<file path="src/rtl/sw_pkg.sv">
// Shared types for the Smith-Waterman solver array and its traceback unit.
// The arrow encoding here is the one the solver cells write into the matrix.
package sw_pkg;

  localparam int DIM   = 16;
  localparam int VAL_W = 8;

  typedef enum logic [1:0] {
    ARR_STOP = 2'b00,
    ARR_UP   = 2'b01,
    ARR_LEFT = 2'b10,
    ARR_DIAG = 2'b11
  } arrow_e;

  typedef enum logic [2:0] {
    TB_IDLE,
    TB_FETCH,
    TB_WAIT,
    TB_EMIT,
    TB_DONE
  } tb_state_e;

endpackage

</file>
<file path="src/rtl/sw_tb_next.sv">
// Traceback step: next coordinates plus stop / out-of-matrix flags for
// one visited cell.
module sw_tb_next #(
  parameter int VAL_W = sw_pkg::VAL_W
) (
  input  sw_pkg::arrow_e   arrow_i,
  input  logic [VAL_W-1:0] val_i,
  input  logic [3:0]       row_i,
  input  logic [3:0]       col_i,
  output logic [3:0]       nxt_row_o,
  output logic [3:0]       nxt_col_o,
  output logic             stop_o,
  output logic             bnd_err_o
);
  import sw_pkg::*;

  // A stop cell never attempts a move, so it cannot be a boundary error.
  always_comb begin
    stop_o    = (arrow_i == ARR_STOP) || (val_i == '0);
    bnd_err_o = 1'b0;
    nxt_row_o = row_i;
    nxt_col_o = col_i;
    if (!stop_o) begin
      unique case (arrow_i)
        ARR_UP: begin
          if (row_i == 4'd0) bnd_err_o = 1'b1;
          else nxt_row_o = row_i - 4'd1;
        end
        ARR_LEFT: begin
          if (col_i == 4'd0) bnd_err_o = 1'b1;
          else nxt_col_o = col_i - 4'd1;
        end
        ARR_DIAG: begin
          if (row_i == 4'd0 || col_i == 4'd0) begin
            bnd_err_o = 1'b1;
          end else begin
            nxt_row_o = row_i - 4'd1;
            nxt_col_o = col_i - 4'd1;
          end
        end
        default: bnd_err_o = 1'b0;
      endcase
    end
  end

endmodule

</file>
<file path="src/rtl/sw_traceback.sv">
// Smith-Waterman traceback: walks arrows back from the max-score cell and
// streams one op per visited cell over a valid/ready handshake.
module sw_traceback #(
  parameter int DIM   = sw_pkg::DIM,
  parameter int VAL_W = sw_pkg::VAL_W
) (
  input  logic             clk,
  input  logic             reset,
  input  logic             start,
  input  logic [3:0]       start_row,
  input  logic [3:0]       start_col,
  output logic             mem_rd,
  output logic [7:0]       mem_addr,
  input  logic [1:0]       mem_arrow,
  input  logic [VAL_W-1:0] mem_val,
  output logic             op_valid,
  input  logic             op_ready,
  output logic [1:0]       op_code,
  output logic [3:0]       op_row,
  output logic [3:0]       op_col,
  output logic [VAL_W-1:0] op_val,
  output logic             op_last,
  output logic             busy,
  output logic             done,
  output logic             err,
  output logic [4:0]       path_len
);
  import sw_pkg::*;

  // Longest legal path in a DIM x DIM matrix.
  localparam logic [4:0] LEN_MAX = 5'(2 * DIM - 1);

  tb_state_e        state_q, state_d;
  logic [3:0]       cur_row_q, cur_row_d;
  logic [3:0]       cur_col_q, cur_col_d;
  logic [3:0]       nxt_row_q, nxt_row_d;
  logic [3:0]       nxt_col_q, nxt_col_d;
  arrow_e           op_code_q, op_code_d;
  logic [3:0]       op_row_q, op_row_d;
  logic [3:0]       op_col_q, op_col_d;
  logic [VAL_W-1:0] op_val_q, op_val_d;
  logic             op_last_q, op_last_d;
  logic             err_q, err_d;
  logic [4:0]       len_q, len_d;

  logic [3:0] step_row, step_col;
  logic       step_stop, step_bnd;

  sw_tb_next #(.VAL_W(VAL_W)) u_next (
    .arrow_i   (arrow_e'(mem_arrow)),
    .val_i     (mem_val),
    .row_i     (cur_row_q),
    .col_i     (cur_col_q),
    .nxt_row_o (step_row),
    .nxt_col_o (step_col),
    .stop_o    (step_stop),
    .bnd_err_o (step_bnd)
  );

  always_comb begin
    state_d   = state_q;
    cur_row_d = cur_row_q;
    cur_col_d = cur_col_q;
    nxt_row_d = nxt_row_q;
    nxt_col_d = nxt_col_q;
    op_code_d = op_code_q;
    op_row_d  = op_row_q;
    op_col_d  = op_col_q;
    op_val_d  = op_val_q;
    op_last_d = op_last_q;
    err_d     = err_q;
    len_d     = len_q;
    unique case (state_q)
      TB_IDLE: begin
        if (start) begin
          cur_row_d = start_row;
          cur_col_d = start_col;
          len_d     = '0;
          err_d     = 1'b0;
          state_d   = TB_FETCH;
        end
      end
      TB_FETCH: state_d = TB_WAIT;
      TB_WAIT: begin
        op_code_d = arrow_e'(mem_arrow);
        op_val_d  = mem_val;
        op_row_d  = cur_row_q;
        op_col_d  = cur_col_q;
        op_last_d = step_stop | step_bnd;
        nxt_row_d = step_row;
        nxt_col_d = step_col;
        err_d     = err_q | step_bnd;
        state_d   = TB_EMIT;
      end
      TB_EMIT: begin
        if (op_ready) begin
          if (len_q != LEN_MAX) len_d = len_q + 5'd1;
          if (op_last_q) begin
            state_d = TB_DONE;
          end else begin
            cur_row_d = nxt_row_q;
            cur_col_d = nxt_col_q;
            state_d   = TB_FETCH;
          end
        end
      end
      TB_DONE: state_d = TB_IDLE;
      default: state_d = TB_IDLE;
    endcase
  end

  always_ff @(posedge clk or negedge reset) begin
    if (!reset) begin
      state_q   <= TB_IDLE;
      cur_row_q <= '0;
      cur_col_q <= '0;
      nxt_row_q <= '0;
      nxt_col_q <= '0;
      op_code_q <= ARR_STOP;
      op_row_q  <= '0;
      op_col_q  <= '0;
      op_val_q  <= '0;
      op_last_q <= 1'b0;
      err_q     <= 1'b0;
      len_q     <= '0;
    end else begin
      state_q   <= state_d;
      cur_row_q <= cur_row_d;
      cur_col_q <= cur_col_d;
      nxt_row_q <= nxt_row_d;
      nxt_col_q <= nxt_col_d;
      op_code_q <= op_code_d;
      op_row_q  <= op_row_d;
      op_col_q  <= op_col_d;
      op_val_q  <= op_val_d;
      op_last_q <= op_last_d;
      err_q     <= err_d;
      len_q     <= len_d;
    end
  end

  assign mem_rd   = (state_q == TB_FETCH);
  assign mem_addr = mem_rd ? {cur_row_q, cur_col_q} : 8'd0;
  assign op_valid = (state_q == TB_EMIT);
  assign op_code  = op_code_q;
  assign op_row   = op_row_q;
  assign op_col   = op_col_q;
  assign op_val   = op_val_q;
  assign op_last  = op_last_q;
  assign busy     = (state_q != TB_IDLE);
  assign done     = (state_q == TB_DONE);
  assign err      = err_q;
  assign path_len = len_q;

endmodule

</file>
<file path="config.mk">
export PLATFORM = sky130hd
export DESIGN_NAME = sw_traceback
export DESIGN_NICKNAME = d
export VERILOG_FILES = /design/src/rtl/sw_pkg.sv /design/src/rtl/sw_tb_next.sv /design/src/rtl/sw_traceback.sv
export SDC_FILE = /design/constraint.sdc
export NUM_CORES = 1
export LEC_CHECK = 0
export CORE_MARGIN = 4
export CORE_UTILIZATION = 49
export CTS_CLUSTER_DIAMETER = 200
export DETAILED_ROUTE_END_ITERATION = 7
export PLACE_DENSITY = 0.77
export SLEW_MARGIN = 40
export SYNTH_ARGS = -nofsm -noshare
export SYNTH_HDL_FRONTEND = slang
export SYNTH_SLANG_ARGS = --single-unit
export TNS_END_PERCENT = 100
</file>
<file path="constraint.sdc">
create_clock -name clk -period 2.1 [get_ports clk]
set_input_delay 0.63 -clock clk [delete_from_list [all_inputs] [get_ports clk]]
set_output_delay 0.63 -clock clk [all_outputs]
set_load 0.02 [all_outputs]
</file>
# Word-level counts from Yosys, hierarchy flattened
# Index checks and enable logic that the tools add are counted.
# classes
n_addsub	3
mux	32
n_eq_ne	12
reduce_logical	14
n_bitwise	2
# op_table
cell	count
$mux 4	12
$pmux 4 s2	4
$mux 5	3
$pmux 3 s4	1
$pmux 5 s2	1
$mux 3	3
$logic_not 4->1	2
$logic_not 8->1	1
$mux 8	1
$reduce_and 4->1	2
$sub 4x1->4 const B	2
$eq 3x2->1 const B	2
$add 5x1->5 const B	1
$mux 1	5
$ne 5x5->1 const B	1
$eq 2x2->1 const B	2
$ne 2x1->1 const B	2
$ne 2x2->1 const B	2
$reduce_and 2->1	2
$reduce_bool 2->1	2
$eq 3x1->1 const B	1
$eq 3x3->1 const B	1
$logic_not 3->1	1
$pmux 1 s3	1
6 further kinds	8
# totals
in_bits	22
output_inout_bits	37
register_bits	44
elab_cells	75

# Logic depth before layout (Yosys ltp)
# Gate-level depths: netlist (run 1).
# logic_depth
ltp_word	7
mapped_depth	7
ltp_nobuf	6

# Modules after synthesis
# Synthesis (run 1) repeated with hierarchy kept, for this count alone.
# hier_totals
cells_unflattened	183
hier_area_um2	2307.2
# by_module_without_submodules
mod	cells_each	n_inst	seq_area_each_um2	area_each_um2
sw_traceback	146	1	1101.1	1993.2
sw_tb_next	37	1	0.0	314.1

# Worst setup path before layout (run 1)
# OpenSTA, ideal clock, no wires.
# synth_path
path_type	reg2out
startpoint	register state_q[1]
endpoint	output port mem_addr[0]
slack_ns	-0.204
t_required_ns	1.470
path_buffers	1
stages_incl_launch_ff	4
t_arrival_ns	1.674
path_cell_list	dfrtp_1 > buf_2 > nor3b_1 > and2_1
# synth_between
elab_chain_len	2
# synth_lines
item	line_no	source
start, declared	sw_traceback.sv:33	tb_state_e state_q, state_d;
start signal, assigned	sw_traceback.sv:127	state_q <= state_d;
$eq 3x1->1	sw_traceback.sv:142	assign mem_rd = (state_q == TB_FETCH);
net mem_rd	sw_traceback.sv:12	output logic mem_rd,
$mux 8	sw_traceback.sv:143	assign mem_addr = mem_rd ? {cur_row_q, cur_col_q} : 8'd0;
end, declared	sw_traceback.sv:13	output logic [7:0] mem_addr,
# The timed path passes the listed nets, and every way through them passes these cells.

# Final worst setup path (run 1)
# layout_path
startpoint	register state_q[1]
endpoint	output port mem_addr[0]
# layout_between
elab_chain_len	2
# layout_lines
item	line_no
$eq 3x1->1	sw_traceback.sv:142
$mux 8	sw_traceback.sv:143
# No other way between the ends.

==> results of run 1 <==
-- layout by cell type (no fill, tap or decap), types with 6 or more instances in the layout --
cell              n
nand2_1          68
clkdlybuf4s50_1  45
dfrtp_1          44
buf_4            29
nor2_1           18
a31oi_1          15
o21ai_0          12
inv_1            10
buf_2             6
-- cell families (layout without fill, tap and decap cells) --
kind of cell,after synthesis,after routing,share of synthesized area [%]
AND/OR/NAND/NOR,131,131,28.78
AO/OA/AOI/OAI,45,45,14.36
flip-flops,44,44,48.43
buffers and inverters,22,105,5.283
adder cells (fa/ha/maj),4,4,2.202
multiplexers,2,2,0.9356
-- cell usage after synthesis, types with 2 or more instances --
cell type	number	area [sq um]
nand2_1	68	255.2
or3b_1	2	17.52
nor2_1	18	67.56
nand3_1	3	15.01
and2_1	9	56.30
clkbuf_1	4	15.01
o211ai_1	2	15.01
buf_2	3	15.01
ha_1	4	50.05
a22o_1	2	17.52
nand4b_1	3	26.28
and3_1	4	25.02
nand4_1	2	12.51
or4_1	3	22.52
a21o_1	2	15.01
o21ai_0	12	60.06
buf_6	4	45.04
a31oi_1	15	93.84
dfrtp_1	44	1101
nor4_2	2	25.02
a21oi_1	2	10.01
nor3b_1	3	22.52
inv_1	10	37.54
or3_1	5	31.28
nand3b_1	2	15.01
o21ai_4	2	32.53
-- what timing repair did --
item	CTS	global route
setup endpoints to repair	12	9
resized for setup	45	11
hold buffers	0	0
pin swaps	1	3
buffers inserted	1	0
-- power breakdown --
| group | internal [uW] | total [uW] | switching [uW] |
|---|---|---|---|
| Sequential | 1250 | 1510 | 262 |
| Clock | 225 | 503 | 277 |
| Combinational | 1280 | 2800 | 1530 |
| Total | 2750 | 4820 | 2060 |
-- state kept, by name, summed over array words and instances, names as in the netlist --
name,count
op_last,1
cur_row_q,4
nxt_row_q,4
path_len,5
nxt_col_q,4
cur_col_q,4
op_row,4
state_q,3
err,1
op_val,8
op_code,2
op_col,4
-- through the flow --
| step | TNS (ns) | instance area, sq um | utilization (%) |
|---|---|---|---|
| after floorplan | 0 | 2278 | - |
| after global placement | -3.015 | 3054 | 69.19 |
| after detailed placement | -3.502 | 3054 | 69.19 |
| after CTS | -0.04498 | 3132 | 70.95 |
| after global routing | -0.1478 | 3142 | 71.17 |
| final | 0 | 3142 | 71.17 |
-- metal layers --
metal  vias up  GRT usage, %  part of all wire, %
met4         0         4.895                 0.68
li1       1020             -                    -
met2        44         36.56                   51
met1       977         24.79                   44
met3         6         4.255                  3.6
met5         -             0                    0
-- final cells by class --
type / instances / area (sq um)
Multi-Input combinational cell: 182 / 1080
Timing Repair Buffer: 88 / 777.0
Inverter: 10 / 37.54
Fill cell: 373 / 1272
Tap cell: 52 / 65.06
Clock buffer: 5 / 68.82
Clock inverter: 2 / 12.51
Sequential cell: 44 / 1101
-- path summary, 6_finish.rpt --
check | cells after the start | end | startpoint | slack (ns)
max reg2reg | 6 | nxt_col_q[3] | cur_col_q[0] | 0.14
min in group clk | 2 | op_row[2] | op_row[2] | 0.48
min | 2 | state_q[0] | reset | 0.40
max | 5 | mem_addr[0] | state_q[1] | 0.04
max in group asynchronous | 2 | path_len[4] | reset | 1.32
min reg2reg | 2 | op_row[2] | op_row[2] | 0.48
==> metrics.txt, run 1 <==
outcome completed; Synth cell types 44; Crit. End Element output pin; Die Ht 76.12 microns; Crit path max-delay family flip-flops; global-route wire length before repair roughly 9900 microns; TritonCTS Buffers 5; Power Dens Cells 1534 nW/um^2; core area 4414 sq um; CP max-delay cell dfrtp_1; pin count of the biggest net entering global routing 45; post-DP HPWL approximately 4100 microns; Max VDD drop 0.0008044 V; synthesized area ~2300 sq um; fraction of registers with async set/reset 100.0%; Area Overhead vs Synth 38.19%; Via density about 5.3; row count 24; vias in the first global route around 2.1k; Post-Place Setup Slack -0.2588 ns; Max Fclk 484.3 MHz; Boundary Pins 59; grt ovf 0; CP most frequent cell buf_6; Worst-Skew Late Latency about 0.30 ns; relative slew slack between 60% and 70%; Worst Tran Pin Value 0.5509 ns; vias 2047; leakage power ~0.0015 uW; Hold WS between 0.4 and 0.5 ns; Clock transition at path regs about 0.070 ns; CTS tree yes; Root Buffer clkbuf_8; gr usage total about a fifth; Post-synth EDFFs 0; placed insts 375; layout cells sized above 1 18.73%; port bufs 58; CP required 1.47 ns; fin nets approximately 360; WP data arrival 1.43 ns; Final ANT Viol Nets 0; Initial Util 51.50%; crit path cell chain nor3b_2 > buf_4 > buf_6 > and2_4 > buf_6; post-route setup slack between 0.03 and 0.04 ns; max_cap viols 0; DRC 0; Worst Skew 0.009396 ns; antenna violations before repair 0; Die W 76.12 microns; Critical Path Fanout Max 5; routed wire length per instance 14.61 microns; Num Clock Sinks 44; ys flop type dfrtp_1; Detailed Route Iter0 Violations 141; WS Path Type reg -> out; # H-tree levels 2; syn nets between 200 and 300; crit path time final approximately 2.1 ns; drt pass-1 iters 4; hold crit path type in -> async; die footprint slightly below 6000 sq um; Post-Synthesis Cells about 250; Avg Cell Area, Syn between 9 and 10 sq um; diodes inserted 0; Buf/Inv on CP 3; startpoint types register; Longest Clk Path Bufs 2; period utilization ~98%; synthesized flop and latch total 44; RSZ-0062 raised after global routing yes; DRT Wirelength between 5000 and 6000 microns; fin cells 383; Final Hold Viols 0; Ys Warns 0; Seq/Total Area, Yosys between 40% and 50%; GPL Wtd Cong roughly 0.84; Max Slew Vio Count 0; PnR Total Power 4818 uW; endpoints failing setup 0; slowest stage delay, CP 0.39 ns
Power figures use the tool's default switching activity.
==> run 2: changes to the inputs <==
==> constraint.sdc (replaced) <==
create_clock -name clk -period 2.1 [get_ports clk]
set_input_delay 0.63 -clock clk [delete_from_list [all_inputs] [get_ports clk]]
set_output_delay 0.63 -clock clk [all_outputs]
set_load 0.05 [all_outputs]
==> run 2 against run 1 <==
Cell count is 0.78% lower. First-iteration DRC count is 5.7% lower. Core utilization grew 2.7 points. Sequential power increased by 5%. Die area did not move. Non-clock buffer count is 4 lower. Hold slack lost 0.13 ns. Clock power increased by 29%. Combinational power up 30%. Critical path depth fell by 2. Maximum frequency is 0.95% higher. Worst setup slack improved by 0.020 ns. Critical path type unchanged. Critical endpoint is now busy. Largest power group unchanged.
==> metrics.txt, run 2 (synthesis gave the netlist of run 1 again) <==
slowest stage delay, CP 0.39 ns (about the same); core area 4414 sq um (unchanged); Longest Clk Path Bufs 2 (unchanged); Layout fillers 314 (-16%); vias in the first global route 2002 (-6.0%); R2R depth 6 (unchanged); Final Hold Viols 0 (unchanged); vias 2073 (+1.3%); Area Overhead vs Synth 43.53%; layout cells sized above 1 28.05% (+9.3 points); Hold WS 0.2729 ns (-0.1296 ns); period utilization 97.40% (-0.93 points); startpoint types register; Die Ht 76.12 microns (unchanged); Max Slew Vio Count 0 (unchanged); Detailed Route Iter0 Violations 133 (-5.7%); Boundary Pins 59 (unchanged); relative slew slack 68.59% (+5.3 points); Seq. cell area 1101 sq um (unchanged); WP data arrival 1.42 ns (about the same); crit path time final 2.045 ns (-0.01951 ns); gr usage total 20.70% (+0.33 points); Root Buffer clkbuf_8; CP required 1.47 ns (about the same); area of the multi-input gates 1097 sq um (+1.6%); Max Fclk 488.9 MHz (+0.95%); RSZ-0062 raised after global routing yes; TritonCTS Buffers 5 (unchanged); CTS tree yes; Buf/Inv on CP 2 (-1); Initial Util 51.50% (unchanged); Crit path max-delay family flip-flops; fin nets 353 (-1.1%); port bufs 58 (unchanged); Post-CTS Hold Fix Bufs 0 (unchanged); CP max-delay cell dfrtp_1; row count 24 (unchanged); fin cells 380 (-0.78%); stages on the worst setup path 3 (-2); drt pass-1 iters 4 (unchanged); outcome completed; post-DP HPWL 4298 microns (+3.7%); # H-tree levels 2 (unchanged); DRT Wirelength 5885 microns (+5.2%); Via density 5.455 (+2.1%); Critical Path Fanout Max 10 (+5); pin count of the biggest net entering global routing 27 (-40%); crit path cell chain buf_4 > or3_1 > buf_6; hold crit path type in -> async; Crit. End Element output pin; Final ANT Viol Nets 0 (unchanged); placed insts 370 (-1.3%); PnR Total Power 5878 uW (+22%); Power Dens Cells 1801 nW/um^2 (+17%); Max VDD drop 0.001202 V (+49%); die footprint 5793 sq um (unchanged); diodes inserted 0 (unchanged); max reg flops 8 (unchanged); Die W 76.12 microns (unchanged); most common cell after layout, fill and taps aside nand2_1; DRC 0 (unchanged); routed wire length per instance 15.49 microns (+6.0%); antenna violations before repair 0 (unchanged); endpoints failing setup 0 (unchanged); WS Path Type reg -> out; Worst Tran Pin Value 0.4691 ns (-0.08182 ns); global-route wire length before repair 9901 microns (+0.28%); most frequent cells in the layout 68 x nand2_1, 48 x buf_4, 44 x dfrtp_1, 19 x clkdlybuf4s50_1, 18 x nor2_1; GPL Wtd Cong 0.8458 (+0.43%); grt ovf 0 (unchanged); max_cap viols 0 (unchanged); leakage power 0.001549 uW (+5.6%); Worst-Skew Late Latency 0.30 ns (about the same); Num Clock Sinks 44 (unchanged); Worst Skew 0.005211 ns (-0.004185 ns); Clock transition at path regs 0.08 ns (about the same)
## run 2: cell types whose count changed in the layout (fill, tap and decap cells not counted), sizes merged
cell	previous run	this run
clkdlybuf4s50	45	19
buf	40	64
dlygate4sd2	2	0
bufinv	0	1
clkbuf	6	5
dlymetal6s2s	0	1
## run 2: repair_timing
| action | in CTS | in global routing |
|---|---|---|
| buffers inserted | 1 | 1 |
| gates resized for setup | 1 | 9 |
| pin swaps | 1 | 3 |
| endpoints found under the setup margin | 9 | 6 |
| endpoints found under the hold margin | 0 | 0 |
## run 2: path summary, 6_finish.rpt
kind,to,from,slack (ns)
setup / recovery,busy,state_q[0],0.05
hold / removal,op_val[5],reset,0.27
setup reg to reg,nxt_row_q[0],cur_col_q[0],0.20
hold reg to reg,op_code[1],op_code[1],0.48
max in group asynchronous,op_last,reset,1.33
min in group clk,op_code[1],op_code[1],0.48
## run 2: worst register-to-register path, stage by stage, from the launching register on
cell	delay, ns
dfrtp_1	0.38
inv_1	0.14
ha_1	0.23
or4bb_1	0.59
o211ai_4	0.17
o21ai_1	0.12
a31oi_1	0.18
## run 2: per-layer routing
layer,wire [microns],share of wire (%),GRT usage (%),up-vias
met5,0,0,0,-
met2,3072,52,33.99,45
li1,-,-,-,1007
met1,2527,43,27.58,1013
met3,217,3.7,4.610,8
met4,68,1.2,5.594,0
## run 2: layout make-up
type	count	share of cell area [%]
Clock buffer	5	2.109
Clock inverter	3	1.304
Inverter	10	1.150
Multi-Input combinational cell	182	33.63
Sequential cell	44	33.74
Tap cell	52	1.994
Timing Repair Buffer	84	26.07
## run 2: metrics by stage
| step | area, sq um | worst slack, ns | util [%] | TNS, ns |
|---|---|---|---|---|
| global placement | 3094 | -0.2298 | 70.10 | -2.719 |
| CTS | 3234 | 0.007294 | 73.27 | 0 |
| finish | 3263 | 0.05462 | 73.92 | 0 |
| detailed placement | 3094 | -0.3327 | 70.10 | -3.162 |
| global route | 3263 | -0.004927 | 73.92 | -0.01206 |
| floorplan | 2298 | -0.1656 | - | -0.5955 |
## run 2: report_power, final
group          switching, uW  leakage (uW)  internal (uW)
Clock                    297     0.0000541            352
Combinational           2240      0.000967           1410
Sequential               329      0.000528           1250
Total                   2860       0.00155           3020
